File: config.mk
export PLATFORM = sky130hd
export DESIGN_NAME = multicycle_controller
export DESIGN_NICKNAME = d
export VERILOG_FILES = /design/src/rtl/multicycle_controller.sv
export SDC_FILE = /design/constraint.sdc
export NUM_CORES = 1
export LEC_CHECK = 0
export BUFFER_PORTS_ARGS = -buffer_cell sky130_fd_sc_hd__buf_2
export CAP_MARGIN = 15
export CELL_PAD_IN_SITES_DETAIL_PLACEMENT = 0
export CELL_PAD_IN_SITES_GLOBAL_PLACEMENT = 1
export CORE_MARGIN = 4
export CORE_UTILIZATION = 30
export DETAILED_ROUTE_END_ITERATION = 10
export PLACE_DENSITY_LB_ADDON = 0.1
export SLEW_MARGIN = 20
export SYNTH_ARGS = -nofsm -noshare
export SYNTH_HDL_FRONTEND = slang
export SYNTH_SLANG_ARGS = --single-unit
File: constraint.sdc
create_clock -name clk -period 2.5 [get_ports clk]
set_input_delay 0.125 -clock clk [delete_from_list [all_inputs] [get_ports clk]]
set_output_delay 0.125 -clock clk [all_outputs]
set_load 0.005 [all_outputs]
File: src/rtl/multicycle_controller.sv
// Multicycle MIPS-style control unit: a 12-state FSM that sequences fetch,
// decode, memory, ALU, branch and jump steps and drives the datapath
// selects, write enables and ALU operation.
module multicycle_controller (
  input  logic       clk,
  input  logic       reset,
  input  logic [5:0] Opcode,
  input  logic [5:0] Funct,
  input  logic       Zero,
  input  logic       MemReady,
  output logic       IorD,
  output logic       ALUSrcA,
  output logic       RegDst,
  output logic       MemtoReg,
  output logic [1:0] ALUSrcB,
  output logic [1:0] PCSrc,
  output logic [2:0] ALUControl,
  output logic       IRWrite,
  output logic       MemWrite,
  output logic       RegWrite,
  output logic       PCEn,
  output logic       Illegal
);

  localparam logic [5:0] OpRtype = 6'b000000;
  localparam logic [5:0] OpLw    = 6'b100011;
  localparam logic [5:0] OpSw    = 6'b101011;
  localparam logic [5:0] OpBeq   = 6'b000100;
  localparam logic [5:0] OpAddi  = 6'b001000;
  localparam logic [5:0] OpJ     = 6'b000010;

  typedef enum logic [3:0] {
    StFetch,
    StDecode,
    StMemAdr,
    StMemRd,
    StMemWb,
    StMemWr,
    StExecute,
    StAluWb,
    StBranch,
    StAddiExec,
    StAddiWb,
    StJump
  } state_e;

  state_e     state_q;
  logic [1:0] aluop;
  logic       alu_off;
  logic       pcwrite;
  logic       branch;

  // State register and next-state sequencing; reset wins over any wait.
  always_ff @(posedge clk) begin
    if (reset) begin
      state_q <= StFetch;
    end else begin
      case (state_q)
        StFetch:    if (MemReady) state_q <= StDecode;
        StDecode: begin
          case (Opcode)
            OpLw, OpSw: state_q <= StMemAdr;
            OpRtype:    state_q <= StExecute;
            OpBeq:      state_q <= StBranch;
            OpAddi:     state_q <= StAddiExec;
            OpJ:        state_q <= StJump;
            default:    state_q <= StFetch;
          endcase
        end
        StMemAdr: begin
          if (Opcode == OpLw)      state_q <= StMemRd;
          else if (Opcode == OpSw) state_q <= StMemWr;
          else                     state_q <= StFetch;
        end
        StMemRd:    if (MemReady) state_q <= StMemWb;
        StMemWb:    state_q <= StFetch;
        StMemWr:    if (MemReady) state_q <= StFetch;
        StExecute:  state_q <= StAluWb;
        StAluWb:    state_q <= StFetch;
        StBranch:   state_q <= StFetch;
        StAddiExec: state_q <= StAddiWb;
        StAddiWb:   state_q <= StFetch;
        StJump:     state_q <= StFetch;
        default:    state_q <= StFetch;
      endcase
    end
  end

  // Output decode from the state register; during reset present FETCH
  // selects with every enable held low.
  always_comb begin
    IorD     = 1'b0;
    ALUSrcA  = 1'b0;
    RegDst   = 1'b0;
    MemtoReg = 1'b0;
    ALUSrcB  = 2'b00;
    PCSrc    = 2'b00;
    aluop    = 2'b00;
    alu_off  = 1'b0;
    IRWrite  = 1'b0;
    MemWrite = 1'b0;
    RegWrite = 1'b0;
    pcwrite  = 1'b0;
    branch   = 1'b0;
    Illegal  = 1'b0;
    if (reset) begin
      ALUSrcB = 2'b01;
    end else begin
      case (state_q)
        StFetch: begin
          ALUSrcB = 2'b01;
          IRWrite = MemReady;
          pcwrite = MemReady;
        end
        StDecode: begin
          ALUSrcB = 2'b11;
          case (Opcode)
            OpLw, OpSw, OpRtype, OpBeq, OpAddi, OpJ: Illegal = 1'b0;
            default:                                 Illegal = 1'b1;
          endcase
        end
        StMemAdr: begin
          ALUSrcA = 1'b1;
          ALUSrcB = 2'b10;
        end
        StMemRd:  IorD = 1'b1;
        StMemWb: begin
          MemtoReg = 1'b1;
          RegWrite = 1'b1;
        end
        StMemWr: begin
          IorD     = 1'b1;
          MemWrite = 1'b1;
        end
        StExecute: begin
          ALUSrcA = 1'b1;
          aluop   = 2'b10;
        end
        StAluWb: begin
          RegDst   = 1'b1;
          RegWrite = 1'b1;
        end
        StBranch: begin
          ALUSrcA = 1'b1;
          aluop   = 2'b01;
          PCSrc   = 2'b01;
          branch  = 1'b1;
        end
        StAddiExec: begin
          ALUSrcA = 1'b1;
          ALUSrcB = 2'b10;
        end
        StAddiWb: RegWrite = 1'b1;
        StJump: begin
          PCSrc   = 2'b10;
          pcwrite = 1'b1;
        end
        // Unreachable encodings drive every output, ALUControl included, to 0.
        default: alu_off = 1'b1;
      endcase
    end
  end

  // ALU operation from ALUOp and, for R-type, the function field.
  always_comb begin
    ALUControl = 3'b010;
    if (alu_off) begin
      ALUControl = 3'b000;
    end else begin
      case (aluop)
        2'b01: ALUControl = 3'b110;
        2'b10: begin
          case (Funct)
            6'b100000: ALUControl = 3'b010;
            6'b100010: ALUControl = 3'b110;
            6'b100100: ALUControl = 3'b000;
            6'b100101: ALUControl = 3'b001;
            6'b101010: ALUControl = 3'b111;
            default:   ALUControl = 3'b010;
          endcase
        end
        default: ALUControl = 3'b010;
      endcase
    end
  end

  assign PCEn = pcwrite | (branch & Zero);

endmodule

Word level (Yosys, flattened, before mapping)

Cells that the tools add are included.

Reductions and logical operators: 10
Equal/unequal tests: 25
Bitwise operators: 2
Multiplexer cells: 39

Operator list:

| operator                                       | number |
|---|---|
| == test 6 bit (second input constant)          | 6 |
| case mux 4 bit (7 select lines)                | 1 |
| two-way mux 1 bit                              | 22 |
| case mux 4 bit (5 select lines)                | 1 |
| == test 4 x 3 -> 1 bit (second input constant) | 4 |
| == test 4 bit (second input constant)          | 4 |
| two-way mux 4 bit                              | 3 |
| case mux 3 bit (4 select lines)                | 1 |
| OR reduction 12 bit                            | 1 |
| two-way mux 3 bit                              | 3 |
| == test 4 x 2 -> 1 bit (second input constant) | 2 |
| case mux 2 bit (2 select lines)                | 2 |
| == test 6 x 2 -> 1 bit (second input constant) | 1 |
| == test 6 x 3 -> 1 bit (second input constant) | 1 |
| == test 6 x 4 -> 1 bit (second input constant) | 1 |
| zero test 6 bit                                | 1 |
| two-way mux 2 bit                              | 3 |
| inequality test 2 bit (second input constant)  | 3 |
| case mux 2 bit (3 select lines)                | 1 |
| case mux 3 bit (2 select lines)                | 1 |
| OR reduction 2 bit                             | 3 |
| OR reduction 6 bit                             | 1 |
| == test 4 x 1 -> 1 bit (second input constant) | 1 |
| zero test 4 bit                                | 1 |
| other kinds (8)                                | 8 |

Register bits: 4
Input port bits: 16

Logic depth before layout (Yosys ltp)

Depth after elaboration: 6
Mapped depth: 8
Mapped depth without buffers: 6

Least setup slack after synthesis

No wires, ideal clock.

Path kind: register -> output
Start point: register state_q[2]
End point: output port ALUControl[0]
Cell stages (with the launch flop): 7
Setup slack: 624 ps
Arrival: 1751 ps
Required time: 2375 ps
Path buffers: 2
Cell sequence: dfxtp_1 -> clkbuf_1 -> clkbuf_1 -> nor4_1 -> ha_1 -> or2_2 -> nor3_1

Cells in the longest elaborated chain, start to end: 6
Elaborated cells on any way between the ends: 21
Those cells by class: eq/ne (13); mux (6); reduce/logical (2)

Ends and longest elaborated chain:

| what                                                    | RTL line | source |
|---|---|---|
| start, declared                                         | 47       | `state_e state_q;` |
| start signal, assigned                                  | 56       | `state_q <= StFetch;` |
| start signal, assigned                                  | 59       | `StFetch: if (MemReady) state_q <= StDecode;` |
| start signal, assigned                                  | 62       | `OpLw, OpSw: state_q <= StMemAdr;` |
| == test 4 bit or == test 4 x 3 -> 1 bit (tied branches) | 109      | `case (state_q)` |
| case mux 2 bit (2 select lines)                         | 109      |  |
| two-way mux 2 bit                                       | 106      | `if (reset) begin` |
| == test 2 bit or == test 2 x 1 -> 1 bit (tied branches) | 170      | `case (aluop)` |
| case mux 3 bit (2 select lines)                         | 170      |  |
| two-way mux 3 bit (*)                                   | 167      | `if (alu_off) begin` |
| end, declared                                           | 17       | `output logic [2:0] ALUControl,` |

Mark *: on every way between the ends. The rest lies on a longest branch, timed or not.

Final worst setup path

Start point: register state_q[3]
End point: output port ALUControl[0]

The elaborated chain is that of the path after synthesis.

==> impl_results.md <==
- Multiplexer area fraction after synthesis: 0%
- CP Data Required Time: 2380 ps
- Ys async rst share: 0%
- Dpl hpwl: 1.71 mm
- Post-Synth XOR/XNOR Area: 3.85%
- Die Wd: 55.7 um
- Final Instance Count excl. Fillers: 160
- Antenna Cells: 0
- Syn nets: 122
- Adder-cell area share of the yosys netlist: 3.66%
- Clk_lat worst skew: 240 ps
- Placed Cells: 157
- Placer Congestion: 0.755
- Fin. Hold Viols: 0
- Fin area: 882 um^2
- DRT Wirelength: 2.19 mm
- DP Area: 853 um^2
- Row cnt: 17
- Clock Sinks: 4
- # Post-CTS Setup Buffers: 0
- Drt first pass iters: 4
- Antenna Nets Post-Route: 0
- Yosys cell types: 39
- Largest regs: state_q x4
- H-Tree Depth: 1
- Clock buffer depth: 2
- Max-slew violations: 0
- Worst-path clk slew: 40 ps
- Nets: 152
- RSZ-0062 raised after global routing: no
- Number of global-route vias before repair: 809
- Layout cell share with drive strength beyond 1: 31.8%
- Setup CP Type: reg -> out
- Critical Path Source Type: flop
- Minimum clock period: 2210 ps
- Root buf cell: clkbuf_4
- Final Setup Violations: 0
- Slew headroom: 64.8%
- Via/cell ratio: 5.56
- Post-Synth Simple-Gate Area: 46.5%
- Crit-path max FO: 14
- Largest register by flop count: state_q
- Yosys Warn Count: 0
- LEAKAGE: 0.363 nW
- Ys flop type: dfxtp_1
- Met3 Wirelength: 160 um
- Pin count of the biggest net entering global routing: 17
- WL met2: 1.05 mm
- CTS buffer count: 3
- Worst-margin pin slew: 528 ps
- Drt wl/cell: 13.7 um
- Initial Util: 31.2%
- Pwr dens: 240 nW/um^2
- Cts hold-fix bufs: 0
- Layout area overhead: 29.1%
- CP Capture Type: primary output
- Outcome: complete, no violations
- Initial DRC count: 17
- Complex-gate fraction of the synthesized area: 26.4%
- Die Y: 55.7 um
- Core footprint: 2190 um^2
- I/O pin cnt: 32
- TNS Setup: 0 ps
- First-pass GRT wire length: 3.61 mm
- Worst IR Drop VDD: 0.000181 V
- Synthesized cell area: 683 um^2
- All-Layer GR Usage: 14.0%
- DRC: 0
- IO buf count: 31
- Max Cap Violations: 0
- Top-area cell type share of the netlist area: 11.7%
- Post-synth EDFFs: 0
- Final Skew: 3.63 ps
- Crit path DAT: 2080 ps
- Main combinational cell family by area after synthesis: simple AND/OR/NAND/NOR gates
- Yosys reg bits: 4
- Met1 wire length: 979 um
- Synth area leader: dfxtp_1
- Via count: 889
- CTS tree: built
- Hold Path Class: in -> reg
- Most frequent cell after synthesis: nor2_1
- Gr ovfl total: 0
- Die ar.: 3100 um^2
- Post-cts gate resize count: 0
- Filler cells: 260
- Commonest cells in the netlist: 11 x nor2_1, 10 x nor3_1, 6 x a21oi_1
- Largest register FFs: 4
- Crit share post-route: 88.4%
- Max Used Layer: met4
- Seq/Total Area, Yosys: 11.7%
- Initial antenna violation count: 0
- Synth Instances: 104
- Fmax: 0.453 GHz
- Mean Syn Cell Area: 6.57 um^2
- Synth area leaders: dfxtp_1 12%, nor3_1 7.3%, nor2_1 6.0%, nor4_1 4.6%, a21oi_1 4.4%
[cell type report]
cell class | instances | area, um^2 | area share, %
Inverter | 5 | 18.8 | 2.13
Sequential cell | 4 | 80.1 | 9.08
Clock buffer | 3 | 22.5 | 2.55
Tap cell | 28 | 35.0 | 3.97
Multi-Input combinational cell | 87 | 556 | 63.0
Timing Repair Buffer | 33 | 170 | 19.3
[final timing paths]
path,start,to,slack (ps),cells past startpoint
max,state_q[3],ALUControl[0],290,6
min,reset,state_q[1],270,2
max reg2reg,state_q[0],state_q[0],1000,4
min reg2reg,state_q[3],state_q[3],760,2
[logic make-up after synthesis]
group / after synthesis
xor gates and xnor gates: 3
adders and majority gates: 2
and+or+nand+nor: 56
buffers and inverters: 13
AOI/OAI and AO/OA: 26
DFF: 4
[cell usage in the layout, fill, tap and decap left out, types with 4 or more instances in the layout]
master,instances
dfxtp_1,4
buf_2,31
nand3_1,4
a21oi_1,6
inv_1,5
nand2_1,4
nor4_1,4
nand2b_1,4
nor2_1,11
nor3_1,10
[where the power goes]
part / internal (mW) / switching (mW) / total (mW) / leakage [nW]
Combinational: 0.0257 / 0.0344 / 0.0602 / 0.317
Sequential: 0.0653 / 0.00475 / 0.0701 / 0.0325
Clock: 0.0538 / 0.0278 / 0.0816 / 0.0138
[layer usage]
layer / up-vias / GRT usage, %
met5: - / 0
met4: 0 / 3.13
met3: 2 / 4.18
met2: 32 / 23.0
met1: 409 / 17.9
li1: 446 / -
[worst max-delay path: stages (launching register included)]
cell and delay [ps]:
dfxtp_1 550, nand2b_1 200, nor4_2 240, ha_1 290, or2_2 310, nor3_1 130
buf_2 130
[per-stage QoR]
step | hold slack, ps | setup WS (ps) | power (mW) | utilization (%)
floorplan | 303 | 624 | 0.102 | -
global placement | 491 | 525 | 0.130 | 38.9
detailed placement | 494 | 466 | 0.131 | 38.9
CTS | 246 | 194 | 0.214 | 40.0
global route | 292 | 63.5 | 0.226 | 40.3
finish | 268 | 291 | 0.212 | 40.3
(Power assumes the default switching activity.)
